--- src/rtl/fetch_pkg.sv ---
// Shared definitions for the instruction fetch unit: FSM state encoding,
// the J-type opcode used by the optional jump predecoder and the
// sequential PC increment.
package fetch_pkg;

   // Fetch FSM states (2-bit encoding, values fixed for debug visibility)
   typedef enum logic [1:0] {
      FETCH = 2'd0,  // request pc_r from the instruction cache
      WAIT  = 2'd1,  // request accepted, waiting for the response
      HOLD  = 2'd2,  // instruction buffered, waiting for queue space
      DROP  = 2'd3   // redirected while a response was in flight; discard it
   } fetch_state_t;

   // Primary opcode of the unconditional J instruction (inst[31:26])
   localparam logic [5:0] OPC_J = 6'b000010;

   // Byte distance between sequential instructions
   localparam int PC_INCR = 4;

endpackage

--- src/rtl/fetch_next_pc.sv ---
// Next-PC selection for the fetch unit. Always provides pc + 4
// (wrapping modulo 2^ADDR_W). When FETCH_JUMP_PREDECODE_EN is defined, a
// J instruction in the buffer redirects the next fetch to its target
// {pc[31:28], inst[25:0], 2'b00}; otherwise no decode logic exists.
module fetch_next_pc
   import fetch_pkg::*;
#(
   parameter int ADDR_W = 32,
   parameter int INST_W = 32
) (
   input  logic [ADDR_W-1:0] pc,
   input  logic [INST_W-1:0] inst,
   output logic [ADDR_W-1:0] next_pc
);

   logic [ADDR_W-1:0] pc_seq;

   // Sequential successor; the adder width makes 0xFFFFFFFC wrap to 0
   assign pc_seq = pc + ADDR_W'(PC_INCR);

`ifdef FETCH_JUMP_PREDECODE_EN
   logic              is_jump;
   logic [ADDR_W-1:0] pc_jump;

   assign is_jump = (inst[31:26] == OPC_J);
   assign pc_jump = {pc[ADDR_W-1:28], inst[25:0], 2'b00};

   // Jump target wins over the sequential PC for J instructions
   always_comb begin
      next_pc = pc_seq;
      if (is_jump) begin
         next_pc = pc_jump;
      end
   end
`else
   // The instruction is not decoded in this build
   logic unused_inst;
   assign unused_inst = ^inst;
   assign next_pc     = pc_seq;
`endif

endmodule

--- src/rtl/inst_fetch_unit.sv ---
// Instruction fetch stage feeding the instruction-queue FIFO.
// Keeps the PC, issues one cache request at a time, buffers the returned
// instruction and writes {pc, instr} into the queue when it is not full.
// Redirects from branch resolution override everything at the clock edge;
// a response still in flight at that moment is discarded in DROP.
//
// Handshakes:
//   cache request : a request is accepted in a cycle where ic_req && ic_ack.
//                   The response (ic_valid) arrives at least one cycle later,
//                   exactly once per accepted request.
//   queue write   : fifo_w_en is a write strobe; it is only raised when
//                   fifo_full is low and no redirect is being taken.
//
// Build option: FETCH_JUMP_PREDECODE_EN enables J-instruction predecode
// in the next-PC selection (see fetch_next_pc).
module inst_fetch_unit
   import fetch_pkg::*;
#(
   parameter int                ADDR_W   = 32,
   parameter int                INST_W   = 32,
   parameter logic [ADDR_W-1:0] RESET_PC = '0
) (
   input  logic                     clk,
   input  logic                     reset,
   output logic                     ic_req,
   output logic [ADDR_W-1:0]        ic_addr,
   input  logic                     ic_ack,
   input  logic                     ic_valid,
   input  logic [INST_W-1:0]        ic_data,
   output logic                     fifo_w_en,
   output logic [ADDR_W+INST_W-1:0] fifo_din,
   input  logic                     fifo_full,
   input  logic                     redirect_en,
   input  logic [ADDR_W-1:0]        redirect_pc,
   output logic [ADDR_W-1:0]        fetch_pc
);

   fetch_state_t      state;
   logic [ADDR_W-1:0] pc_r;
   logic [INST_W-1:0] inst_r;
   logic              req_r;
   logic [ADDR_W-1:0] pc_next;
   logic [ADDR_W-1:0] redirect_target;
   logic              req_hit;
   logic              write_fire;

   // Redirect targets are word aligned; the two low bits are ignored
   logic unused_redirect_lsbs;
   assign unused_redirect_lsbs = ^redirect_pc[1:0];
   assign redirect_target      = {redirect_pc[ADDR_W-1:2], 2'b00};

   // A request is only taken by the cache while it is being offered
   assign req_hit = req_r & ic_ack;

   // Queue write: the only combinational path from inputs to outputs.
   // A redirect in the same cycle kills the write of the held instruction.
   assign write_fire = (state == HOLD) & ~fifo_full & ~redirect_en;

   assign ic_req    = req_r;
   assign ic_addr   = pc_r;
   assign fetch_pc  = pc_r;
   assign fifo_w_en = write_fire;
   assign fifo_din  = {pc_r, inst_r};

   fetch_next_pc #(
      .ADDR_W (ADDR_W),
      .INST_W (INST_W)
   ) u_next_pc (
      .pc      (pc_r),
      .inst    (inst_r),
      .next_pc (pc_next)
   );

   // Fetch FSM: state, PC, instruction buffer and registered request valid
   always_ff @(posedge clk or posedge reset) begin
      if (reset) begin
         state  <= FETCH;
         pc_r   <= RESET_PC;
         inst_r <= '0;
         req_r  <= 1'b0;
      end else if (redirect_en) begin
         pc_r <= redirect_target;
         case (state)
            FETCH: begin
               if (req_hit) begin
                  // Request accepted this very cycle: its response is stale
                  state <= DROP;
                  req_r <= 1'b0;
               end else begin
                  state <= FETCH;
                  req_r <= 1'b1;
               end
            end
            WAIT, DROP: begin
               // A response arriving in the redirect cycle is the stale one
               // and is discarded here; otherwise wait for it in DROP.
               if (ic_valid) begin
                  state <= FETCH;
                  req_r <= 1'b1;
               end else begin
                  state <= DROP;
                  req_r <= 1'b0;
               end
            end
            HOLD: begin
               // The buffered instruction is abandoned
               state <= FETCH;
               req_r <= 1'b1;
            end
         endcase
      end else begin
         case (state)
            FETCH: begin
               if (req_hit) begin
                  state <= WAIT;
                  req_r <= 1'b0;
               end else begin
                  req_r <= 1'b1;
               end
            end
            WAIT: begin
               if (ic_valid) begin
                  inst_r <= ic_data;
                  state  <= HOLD;
               end
            end
            HOLD: begin
               // Stay put with PC and data unchanged while the queue is full
               if (write_fire) begin
                  pc_r  <= pc_next;
                  state <= FETCH;
                  req_r <= 1'b1;
               end
            end
            DROP: begin
               if (ic_valid) begin
                  state <= FETCH;
                  req_r <= 1'b1;
               end
            end
         endcase
      end
   end

endmodule
--- config.mk ---
export PLATFORM = sky130hd
export DESIGN_NAME = inst_fetch_unit
export DESIGN_NICKNAME = d
export VERILOG_FILES = /design/src/rtl/fetch_pkg.sv /design/src/rtl/fetch_next_pc.sv /design/src/rtl/inst_fetch_unit.sv
export SDC_FILE = /design/constraint.sdc
export NUM_CORES = 1
export LEC_CHECK = 0
export BUFFER_PORTS_ARGS = -buffer_cell sky130_fd_sc_hd__buf_2
export CAP_MARGIN = 20
export CORE_ASPECT_RATIO = 1.2
export CORE_MARGIN = 8
export CORE_UTILIZATION = 49
export DETAILED_ROUTE_END_ITERATION = 8
export PLACE_DENSITY = 0.85
export SKIP_LAST_GASP = 1
export SYNTH_ARGS = -nofsm -noshare
export SYNTH_HDL_FRONTEND = slang
export SYNTH_SLANG_ARGS = --single-unit
--- constraint.sdc ---
create_clock -name clk -period 6.8 [get_ports clk]
set_clock_uncertainty 0.2 [all_clocks]
set_input_delay 1.02 -clock clk [delete_from_list [all_inputs] [get_ports clk]]
set_output_delay 1.02 -clock clk [all_outputs]
set_load 0.01 [all_outputs]
==> results.md, run 1 <==
- Max-slew violation total from the final report: 0
- Final Wtd Congestion: slightly below 0.8
- Synth Area in Compound Gates: around a tenth
- First-pass GRT wire length: about 16,000 um
- VDD IR max: between 0.0002 and 0.00025 V
- Vias: 3,259
- Unrepaired setup endpoints after global routing: false
- Starting DRT DRC Count: 150
- Avg WL per Cell: between 15 and 20 um
- CP max-delay cell: dfrtp_1
- Largest net degree at the start of global routing: between 60 and 70
- Crit Path Max Fanout: 9
- Post-route ant nets: 0
- TritonCTS buffer count: 9
- Dpl hpwl: ~7900 um
- Largest family of logic cells by synthesized area: buffers and inverters
- Proportion of layout cells with a drive suffix above 1: 48.5%
- Diode count: 0
- Drt pass-1 iters: 4
- Max Cap Violations: 0
- Clock latency on the worst-skew pair: about 340 ps
- Final core utilization: between 50% and 60%
- Tightest Pin Transition: about 830 ps
- Fill count: between 600 and 700
- I/O Buffers: around 190
- Clock Sinks: 65
- FMAX: about 330 MHz
- Crit-path cells: inv_1, ha_1, nand2b_1, nor2_1, buf_2
- Setup TNS: 0 ps
- Mux share of post-synthesis cell area: 10.7%
- Setup violators final: 0
- Final Hold Viols: 0
- Cts hold-fix bufs: 0
- Critical Path Start Type: flip-flop
- Synth Area in Simple Gates: between 10% and 20%
- Synthesis warning total: 0
- Worst-path clk slew: about 80 ps
- Tot GR Track Use: a little under a fifth
- Worst endpoint required time: 5580 ps
- Post-CTS setup buffer count: 0
- CP peak stage delay: 450 ps
- Initial Util: 49.5%
- Status: finished, final reports clean
- DRC Markers: 0
- Register area share after synthesis: 43.4%
- Tmin final: around 3100 ps
- Initial antenna violation count: 0
- Core ar.: between 7000 and 8000 um2
- Flops & latches, synth: 65
- Syn avg cell area: 9.90 um2
- CP delay by family, top: flip-flops
- Setup CP Type: reg2out
- Global route overflow: 0
- Xor/xnor share of the synthesized area: about 2.3%
- Post-synthesis adder-cell area fraction: 2.00%
- Most frequent cells in the layout: buf_2 (191), dfrtp_1 (65), mux2_2 (33), nand2_1 (26), nor2_1 (24)
- Leakage: ~2.2 nW
- Area contributors post-synth: dfrtp_1 (43%), buf_4 (13%), mux2_2 (9.9%), or4_1 (3.4%), o31ai_1 (3.0%)
- Via density: approximately 5.4
- Netlist cell types: 35
- Clk root buf: clkbuf_8
- Vias in the first global route: around 3,200
- CP bufs+invs: 2
- Pwr dens: ~340 nW/um2
- Asr flop ratio synth: 100%
- Ys flop type: dfrtp_1
- Post-CTS Resized: 0
- Die Ht: ~110 um
- Area grow syn2layout: 20.3%
- Placed cell count: slightly below 600
- Number of synthesized flops with an enable pin: 0
- TritonCTS clock tree: done
- Total wire length: roughly 11,000 um
- Worst EP arrival: 1850 ps
- Site row count: 35
- Slew margin rel.: between 40% and 50%
- Post-route clock period utilization: between 40 and 50%
- H-tree depth: 3
- Worst Hold Class: reg2reg
- NumNets Final: 580
- Die ar.: roughly 11,000 um2
- Commonest non-fill, non-tap cell in the layout: buf_2
- Post-synth top area share: a little over two fifths
- Total Power: about 1.5 mW
- Die Span X: 95.9 um
- Ports: 200
- Area leader, netlist: dfrtp_1
- Final Non-Filler Cells: ~600
- Post-synthesis cell count: 379
- Synthesized area: 3750 um2
- CTS Buffer Depth: 2
- CP Capture Type: output port
==> worst reg2reg max path: cells and delay by family, from the launching register on <==
family | cells | cell delay [ps]
flip-flops | 1 | 450
buffers and inverters | 1 | 150
AO/OA/AOI/OAI | 1 | 180
adder cells (fa/ha/maj) | 1 | 320
AND/OR/NAND/NOR | 3 | 1460
==> routing by layer <==
metal / vias to the layer above / global-route usage, % / wire [um]
met4: 0 / 7.50 / 282
met1: 1584 / 19.9 / 3750
li1: 1529 / - / -
met2: 125 / 34.3 / 5830
met5: - / 0 / 0
met3: 21 / 4.64 / 663
==> cells in the mapped netlist (3+ instances only) <==
| cell | count |
|---|---|
| buf_2 | 4 |
| nor4_1 | 5 |
| or4_1 | 17 |
| o211ai_1 | 3 |
| o31ai_1 | 15 |
| nand3_1 | 14 |
| a31oi_1 | 16 |
| nor2_1 | 24 |
| mux2_2 | 33 |
| dfrtp_1 | 65 |
| mux2i_1 | 3 |
| buf_4 | 66 |
| xnor2_1 | 8 |
| ha_1 | 6 |
| inv_1 | 8 |
| nand2_1 | 26 |
| a21oi_1 | 3 |
| or3_1 | 6 |
| or2_2 | 3 |
| nor3_1 | 3 |
| clkbuf_1 | 13 |
| nand4_1 | 7 |
| o21ai_0 | 14 |
==> registers in the layout (all words and copies together) (netlist names) <==
register  cells
inst_r       32
fetch_pc     30
state         2
ic_req        1
==> final cells by class <==
type / count / area [um2] / share of cell area, %
multi-input combinational: 226 / 1540 / 34.2
clock buffer: 10 / 128 / 2.83
clock inverter: 6 / 92.6 / 2.05
inverter: 8 / 30.0 / 0.666
tap: 92 / 115 / 2.55
timing repair buffer: 194 / 978 / 21.7
sequential: 65 / 1630 / 36.1
==> power by group <==
group | leakage [nW] | switching, mW | total [mW] | internal, mW
clock | 0.103 | 0.161 | 0.369 | 0.208
sequential | 0.766 | 0.0926 | 0.602 | 0.509
combinational | 1.29 | 0.284 | 0.543 | 0.259
total | 2.16 | 0.538 | 1.51 | 0.976
==> final timing paths <==
check | from | endpoint | slack [ps] | cells after the start
setup reg to reg | state[0] | fetch_pc[25] | 3960 | 6
hold reg to reg | inst_r[5] | inst_r[5] | 310 | 1
hold / removal | inst_r[5] | inst_r[5] | 310 | 1
setup / recovery | state[0] | fifo_w_en | 3730 | 5
min in group asynchronous | reset | inst_r[0] | 710 | 3
max in group asynchronous | reset | fetch_pc[22] | 5130 | 3
==> cells by family after synthesis <==
kind of cell    after synthesis
buf+inv                      93
xor+xnor                     10
fa+ha+maj                     6
compound gates               57
simple gates                111
mux                          36
flops                        65
other cells                   1
==> through the flow <==
step	hold WS, ps	cell area, um2	setup WS (ps)
2_1_floorplan	350	3770	3950
5_1_grt	314	4510	3580
6_report	306	4510	3730
4_1_cts	308	4510	3700
3_5_place_dp	288	4290	3690
3_3_place_gp	283	4290	3700
No activity file was read; power rests on OpenSTA's default activity.
==> run 2: changes to the inputs <==
--- a/config.mk
+++ b/config.mk
@@ -9,9 +9,9 @@
 export CAP_MARGIN = 20
 export CORE_ASPECT_RATIO = 1.2
 export CORE_MARGIN = 8
-export CORE_UTILIZATION = 49
+export CORE_UTILIZATION = 41
 export DETAILED_ROUTE_END_ITERATION = 8
-export PLACE_DENSITY = 0.85
+export PLACE_DENSITY = 0.76
 export SKIP_LAST_GASP = 1
 export SYNTH_ARGS = -nofsm -noshare
 export SYNTH_HDL_FRONTEND = slang
==> constraint.sdc (replaced) <==
create_clock -name clk -period 2.75 [get_ports clk]
set_clock_uncertainty 0.2 [all_clocks]
set_input_delay 0.4125 -clock clk [delete_from_list [all_inputs] [get_ports clk]]
set_output_delay 0.4125 -clock clk [all_outputs]
set_load 0.01 [all_outputs]
==> run 2 against run 1 <==
Net effect: clock power rose to 2.7 times the previous value; power increased to 2.5 times the previous value; wire length down 0.13%; largest power group unchanged; design area is 2.3% higher; sequential cell count is the same; highest routed layer unchanged; sequential power is 150% higher; sequential share of layout area decreased by 0.82 points; register-to-register slack got worse by 3900 ps; critical path depth rose by 1; non-clock buffer count rose by 4; critical path type is now reg2reg; combinational power grew 150%; setup slack lost 3600 ps.
==> results.md, run 2 (synthesized netlist as in run 1, its figures left out) <==
- Status: finished, final reports clean
- Largest net degree at the start of global routing: 66 (unchanged)
- Slew margin rel.: 66.2% (+22 points)
- Clk root buf: clkbuf_8
- Ports: 200 (unchanged)
- Worst endpoint required time: 2810 ps (-2770 ps)
- Sequential share of power: 38.8% (-1.0 points)
- Tightest Pin Transition: 506 ps (-328 ps)
- TritonCTS buffer count: 9 (unchanged)
- Critical Path Start Type: flip-flop
- Die Ht: 121 um (+8.0%)
- Setup CP Type: reg2reg
- Core ar.: 8990 um2 (+19%)
- Max reg flops: 32 (unchanged)
- First-pass GRT wire length: 15,800 um (-0.87%)
- Proportion of layout cells with a drive suffix above 1: 48.7% (+0.21 points)
- Final Hold Viols: 0 (unchanged)
- Internal: 2.52 mW (+160%)
- Switch Pwr: 1.31 mW (+140%)
- Comb power frac: 35.1% (-0.8 points)
- Crit Path Max Fanout: 11 (+2)
- Post-route ant nets: 0 (unchanged)
- CTS Buffer Depth: 2 (unchanged)
- Dpl hpwl: 8060 um (+2.3%)
- Worst-path clk slew: 70 ps (about the same)
- DRC Markers: 0 (unchanged)
- Max Cap Violations: 0 (unchanged)
- Post-route clock period utilization: 96.6%
- Max-slew violation total from the final report: 0 (unchanged)
- Leakage: 2.19 nW (+1.7%)
- Unrepaired setup endpoints after global routing: true
- Worst setup margin: 92.7 ps (-3640 ps)
- Global route overflow: 0 (unchanged)
- Most frequent cells in the layout: buf_2 (191), dfrtp_1 (65), mux2_2 (33), nand2_1 (26), nor2_1 (24)
- Die ar.: 12,500 um2 (+16%)
- Initial Util: 41.7% (-7.8 points)
- Site row count: 38 (+8.6%)
- Vias in the first global route: 3,170 (-0.72%)
- Pre-CTS setup slack: 136 ps (-3560 ps)
- Final Wtd Congestion: 0.790 (+1.6%)
- Worst EP arrival: 2720 ps (+870 ps)
- Initial antenna violation count: 1 (+1)
- Die Span X: 103 um (+7.8%)
- Via density: 5.18 (-4.4%)
- VDD IR max: 0.000580 V (+140%)
- Fill count: 861 (+32%)
- Total Power: 3.83 mW (+150%)
- Tot GR Track Use: 16.3% (-2.6 points)
- Vias: 3,287 (+0.86%)
- Clock latency on the worst-skew pair: 350 ps (about the same)
- Biggest register: inst_r
- Final core utilization: 51.4% (-8.2 points)
- Clock Sinks: 65 (unchanged)
- Total wire length: 10,500 um (-0.13%)
- FMAX: about 380 MHz
- I/O Buffers: 191 (unchanged)
- H-tree depth: 3 (unchanged)
- Tmin final: 2660 ps
- Setup violators final: 0 (unchanged)
- Starting DRT DRC Count: 132 (-12%)
- Worst Hold Class: in2reg
- Area grow syn2layout: 23.1%
- Net Sw Frac: 34.2% (-1.3 points)
- Pwr dens: 829 nW/um2 (+150%)
- Clock power share: 26.1% (+1.7 points)
- Avg WL per Cell: 16.6 um (-5.3%)
- Commonest non-fill, non-tap cell in the layout: buf_2
- CP Capture Type: flip-flop
- Hold WS: 75.5 ps (-230 ps)
- TritonCTS clock tree: done
- NumNets Final: 584 (+0.69%)
- Drt pass-1 iters: 4 (unchanged)
run 2: changes by cell type in the layout (fill, tap and decap cells not counted), sizes merged:
cell	delta
bufinv	+1
dlygate4sd3	+1
buf	+3
clkinvlp	-1
clkinv	-1
inv	+1
diode	+1
run 2: per-stage QoR:
step	instance area, um2	instances	TNS [ps]
finish	4620	634	0
CTS	4610	633	0
floorplan	3770	384	0
global route	4620	634	-171
global placement	4360	616	0
detailed placement	4360	616	0
run 2: layer usage:
metal,wire [um],global-route usage (%)
met5,0,0
met3,754,3.74
met1,3860,17.6
met4,156,7.07
met2,5740,29.3
run 2: cell type report:
type	instances	area, um2	share of cell area [%]
Sequential cell	65	1630	35.2
Multi-Input combinational cell	226	1540	33.4
Timing Repair Buffer	198	1020	22.2
Tap cell	120	150	3.25
Clock buffer	10	128	2.76
Clock inverter	6	115	2.49
Inverter	8	30.0	0.650
Antenna cell	1	2.50	0.0542
run 2: path summary, 6_finish.rpt:
kind                           startpoint      endpoint  slack (ps)  cells after the start
max                              state[0]  fetch_pc[20]          90                      6
min                        redirect_pc[4]   fetch_pc[4]          80                      3
max reg2reg                      state[0]  fetch_pc[20]          90                      6
min reg2reg                    inst_r[13]    inst_r[13]         310                      1
max in group asynchronous           reset   fetch_pc[6]        1590                      4
min in group asynchronous           reset    inst_r[28]         470                      4
run 2: timing repair:
action,CTS,global route
hold endpoints to repair,65,0
resized for setup,0,0
setup buffers,0,0
endpoints found under the setup margin,0,5
hold buffers,1,0
run 2: power groups by stage:
stage | registers [mW] | logic, mW | clock network, mW
finish | 1.48 | 1.34 | 1.00
global route | 1.53 | 1.46 | 1.06
CTS | 1.48 | 1.37 | 1.02
detailed placement | 1.50 | 1.37 | 0
global placement | 1.47 | 1.33 | 0
floorplan | 1.62 | 0.751 | 0
run 2: critical path: stages (launching register included):
cell      delay, ps
dfrtp_1         440
inv_1           140
ha_1            280
nand3b_1        220
or3_1           550
or4_1           550
a31oi_1         190
==> run 3: changes to the inputs <==
--- a/config.mk
+++ b/config.mk
@@ -9,9 +9,9 @@
 export CAP_MARGIN = 20
 export CORE_ASPECT_RATIO = 1.2
 export CORE_MARGIN = 8
-export CORE_UTILIZATION = 41
+export CORE_UTILIZATION = 46
 export DETAILED_ROUTE_END_ITERATION = 8
-export PLACE_DENSITY = 0.76
+export PLACE_DENSITY = 0.81
 export SKIP_LAST_GASP = 1
 export SYNTH_ARGS = -nofsm -noshare
 export SYNTH_HDL_FRONTEND = slang
==> constraint.sdc (replaced) <==
create_clock -name clk -period 2.9 [get_ports clk]
set_clock_uncertainty 0.2 [all_clocks]
set_input_delay 0.435 -clock clk [delete_from_list [all_inputs] [get_ports clk]]
set_output_delay 0.435 -clock clk [all_outputs]
set_load 0.01 [all_outputs]
==> run 3 against run 2 <==
Net effect: the run now ends with negative hold slack left; clock-buffer cell count shrank 1; final cell count fell by 4.3%; hold slack worse by 86 ps; sequential share of layout area increased by 0.46 points; clock power down 12%; global-route usage is 1.7 points higher; utilization up 5.5 points; non-clock buffer count decreased by 1; combinational power shrank 4%; critical endpoint is now fetch_pc[27]; largest cell class unchanged.
==> results.md, run 3 (synthesized netlist as in run 1, its figures left out) <==
- Status: complete, but fails checks
- Failing checks: negative hold slack
- NumNets Final: 583 (-0.17%)
- Core ar.: 8020 um2 (-11%)
- TritonCTS buffer count: 9 (unchanged)
- Diode count: 0 (-1)
- Sequential share of power: 39.4% (+0.6 points)
- Worst-path clk slew: 80 ps (about the same)
- CP delay by family, top: simple AND/OR/NAND/NOR gates
- Crit Path Max Fanout: 8 (-3)
- Most frequent cells in the layout: buf_2 (191), dfrtp_1 (65), mux2_2 (33), nand2_1 (26), nor2_1 (24)
- Worst Hold Class: in2async
- Design area: 4560 um2 (-1.3%)
- Tot GR Track Use: 18.0% (+1.7 points)
- Largest net degree at the start of global routing: 38 (-42%)
- Fill count: 714 (-17%)
- Placed inst area: 4330 um2 (-0.72%)
- Setup TNS: 0 ps (unchanged)
- Post-CTS Resized: 0 (unchanged)
- Critical Path Start Type: flip-flop
- DRC Markers: 0 (unchanged)
- Initial Util: 46.8% (+5.0 points)
- Crit path top cell by count: or4_1
- CP peak stage delay: 680 ps (+130 ps)
- Internal: 2.30 mW (-8.5%)
- Worst setup margin: 285 ps (+193 ps)
- Biggest register: inst_r
- CP bufs+invs: 1 (unchanged)
- Crit-path cells: inv_1, ha_1, nand2b_1, or4_1, or4_1, a31oi_1
- Worst EP arrival: 2670 ps (-50 ps)
- End of the worst register-to-register path: fetch_pc[27]
- Setup violators final: 0 (unchanged)
- Comb power frac: 35.9% (+0.8 points)
- Leakage: 2.18 nW (-0.49%)
- Die Ht: 115 um (-4.9%)
- FMAX: 382 MHz (+1.6%)
- VDD IR max: 0.000456 V (-21%)
- R2R Path Start: state[0]
- Site row count: 36 (-5.3%)
- First-pass GRT wire length: 16,600 um (+5.1%)
- Total wire length: 10,400 um (-0.98%)
- Avg WL per Cell: 17.2 um (+3.4%)
- Final Hold Viols: 5 (+5)
- Tightest Pin Transition: 690 ps (+184 ps)
- Clock Sinks: 65 (unchanged)
- Cts hold-fix bufs: 0 (-1)
- Pwr dens: 781 nW/um2 (-5.8%)
- CTS Buffer Depth: 2 (unchanged)
- Max-slew violation total from the final report: 0 (unchanged)
- Hold WS: -10.2 ps (-85.7 ps)
- Final Wtd Congestion: 0.799 (+1.2%)
- Commonest non-fill, non-tap cell in the layout: buf_2
- Pre-CTS setup slack: 315 ps (+179 ps)
- Proportion of layout cells with a drive suffix above 1: 49.0% (+0.29 points)
- I/O Buffers: 191 (unchanged)
- Clk root buf: clkbuf_8
- Final core utilization: 56.8% (+5.5 points)
- Initial antenna violation count: 0 (-1)
- Die Span X: 98.4 um (-4.7%)
- R2R Setup Slk: 290 ps (+190 ps)
- Clock power share: 24.7% (-1.4 points)
- Tmin final: 2610 ps (-42.7 ps)
- Slew margin rel.: 53.9% (-12 points)
- Post-CTS setup buffer count: 0 (unchanged)
- Dpl hpwl: 8010 um (-0.56%)
- Max Cap Violations: 0 (unchanged)
- TritonCTS clock tree: done
- Global route overflow: 0 (unchanged)
- Setup CP Type: reg2reg
- Drt pass-1 iters: 4 (unchanged)
- Die ar.: 11,300 um2 (-9.3%)
- Max reg flops: 32 (unchanged)
- Clock latency on the worst-skew pair: 330 ps (-20 ps)
- Worst endpoint required time: 2950 ps (+140 ps)
- Path depth of the worst reg2reg path: 6 (unchanged)
- Starting DRT DRC Count: 111 (-16%)
- Post-route ant nets: 0 (unchanged)
- Switch Pwr: 1.26 mW (-4.1%)
- CP Capture Type: flip-flop
- Area grow syn2layout: 21.5%
- H-tree depth: 3 (unchanged)
- CP max-delay cell: or4_1
- Net Sw Frac: 35.3% (+1.1 points)
- Ports: 200 (unchanged)
- Vias in the first global route: 3,383 (+6.7%)
- Via density: 5.40 (+4.2%)
- Unrepaired setup endpoints after global routing: false
- Vias: 3,279 (-0.24%)
- Post-route clock period utilization: 90.2% (-6.5 points)
## run 3: changes by cell type in the layout (fill, tap and decap cells not counted), sizes merged
| cell | delta |
|---|---|
| clkbuf | -1 |
| inv | +1 |
| clkinv | +1 |
| diode | -1 |
| dlygate4sd3 | -1 |
| bufinv | -1 |
## run 3: how the worst max path moves through the flow
| stage | from | to | depth (start not counted) |
|---|---|---|---|
| finish | state[0] | fetch_pc[27] | 6 |
| global placement | state[0] | fetch_pc[20] | 6 |
| global route | state[0] | fetch_pc[27] | 6 |
| CTS | state[0] | fetch_pc[27] | 6 |
| detailed placement | state[0] | fetch_pc[27] | 6 |
| floorplan | state[0] | fetch_pc[29] | 8 |
## run 3: metrics by stage
step	instances	power, mW
after detailed placement	591	2.72
after CTS	607	3.60
after floorplan	384	2.24
after global routing	607	3.79
after global placement	591	2.65
final	607	3.56
## run 3: layout make-up
cell class / instances / area, um2 / area share (%)
sequential: 65 / 1630 / 35.7
tap: 95 / 119 / 2.61
multi-input combinational: 226 / 1540 / 33.8
clock inverter: 7 / 103 / 2.25
clock buffer: 9 / 124 / 2.72
inverter: 8 / 30.0 / 0.659
timing repair buffer: 197 / 1010 / 22.2
## run 3: worst reg2reg max path: cells and delay by family, from the launching register on
family,cells,cell delay (ps)
DFF,1,450
buffers and inverters,1,130
and+or+nand+nor,3,1260
adders and majority gates,1,290
AOI/OAI and AO/OA,1,200
## run 3: routing by layer
metal | part of all wire, % | global-route usage, % | routed length [um]
met4 | 2.4 | 7.90 | 251
met3 | 7.1 | 6.24 | 734
met2 | 53 | 31.6 | 5480
met5 | 0 | 0 | 0
met1 | 38 | 19.2 | 3940
## run 3: power groups by stage
stage	Combinational, mW	Clock [mW]	Sequential (mW)
floorplan	0.712	0	1.53
global placement	1.25	0	1.39
detailed placement	1.30	0	1.42
CTS	1.30	0.896	1.40
global route	1.40	0.943	1.45
finish	1.28	0.879	1.40
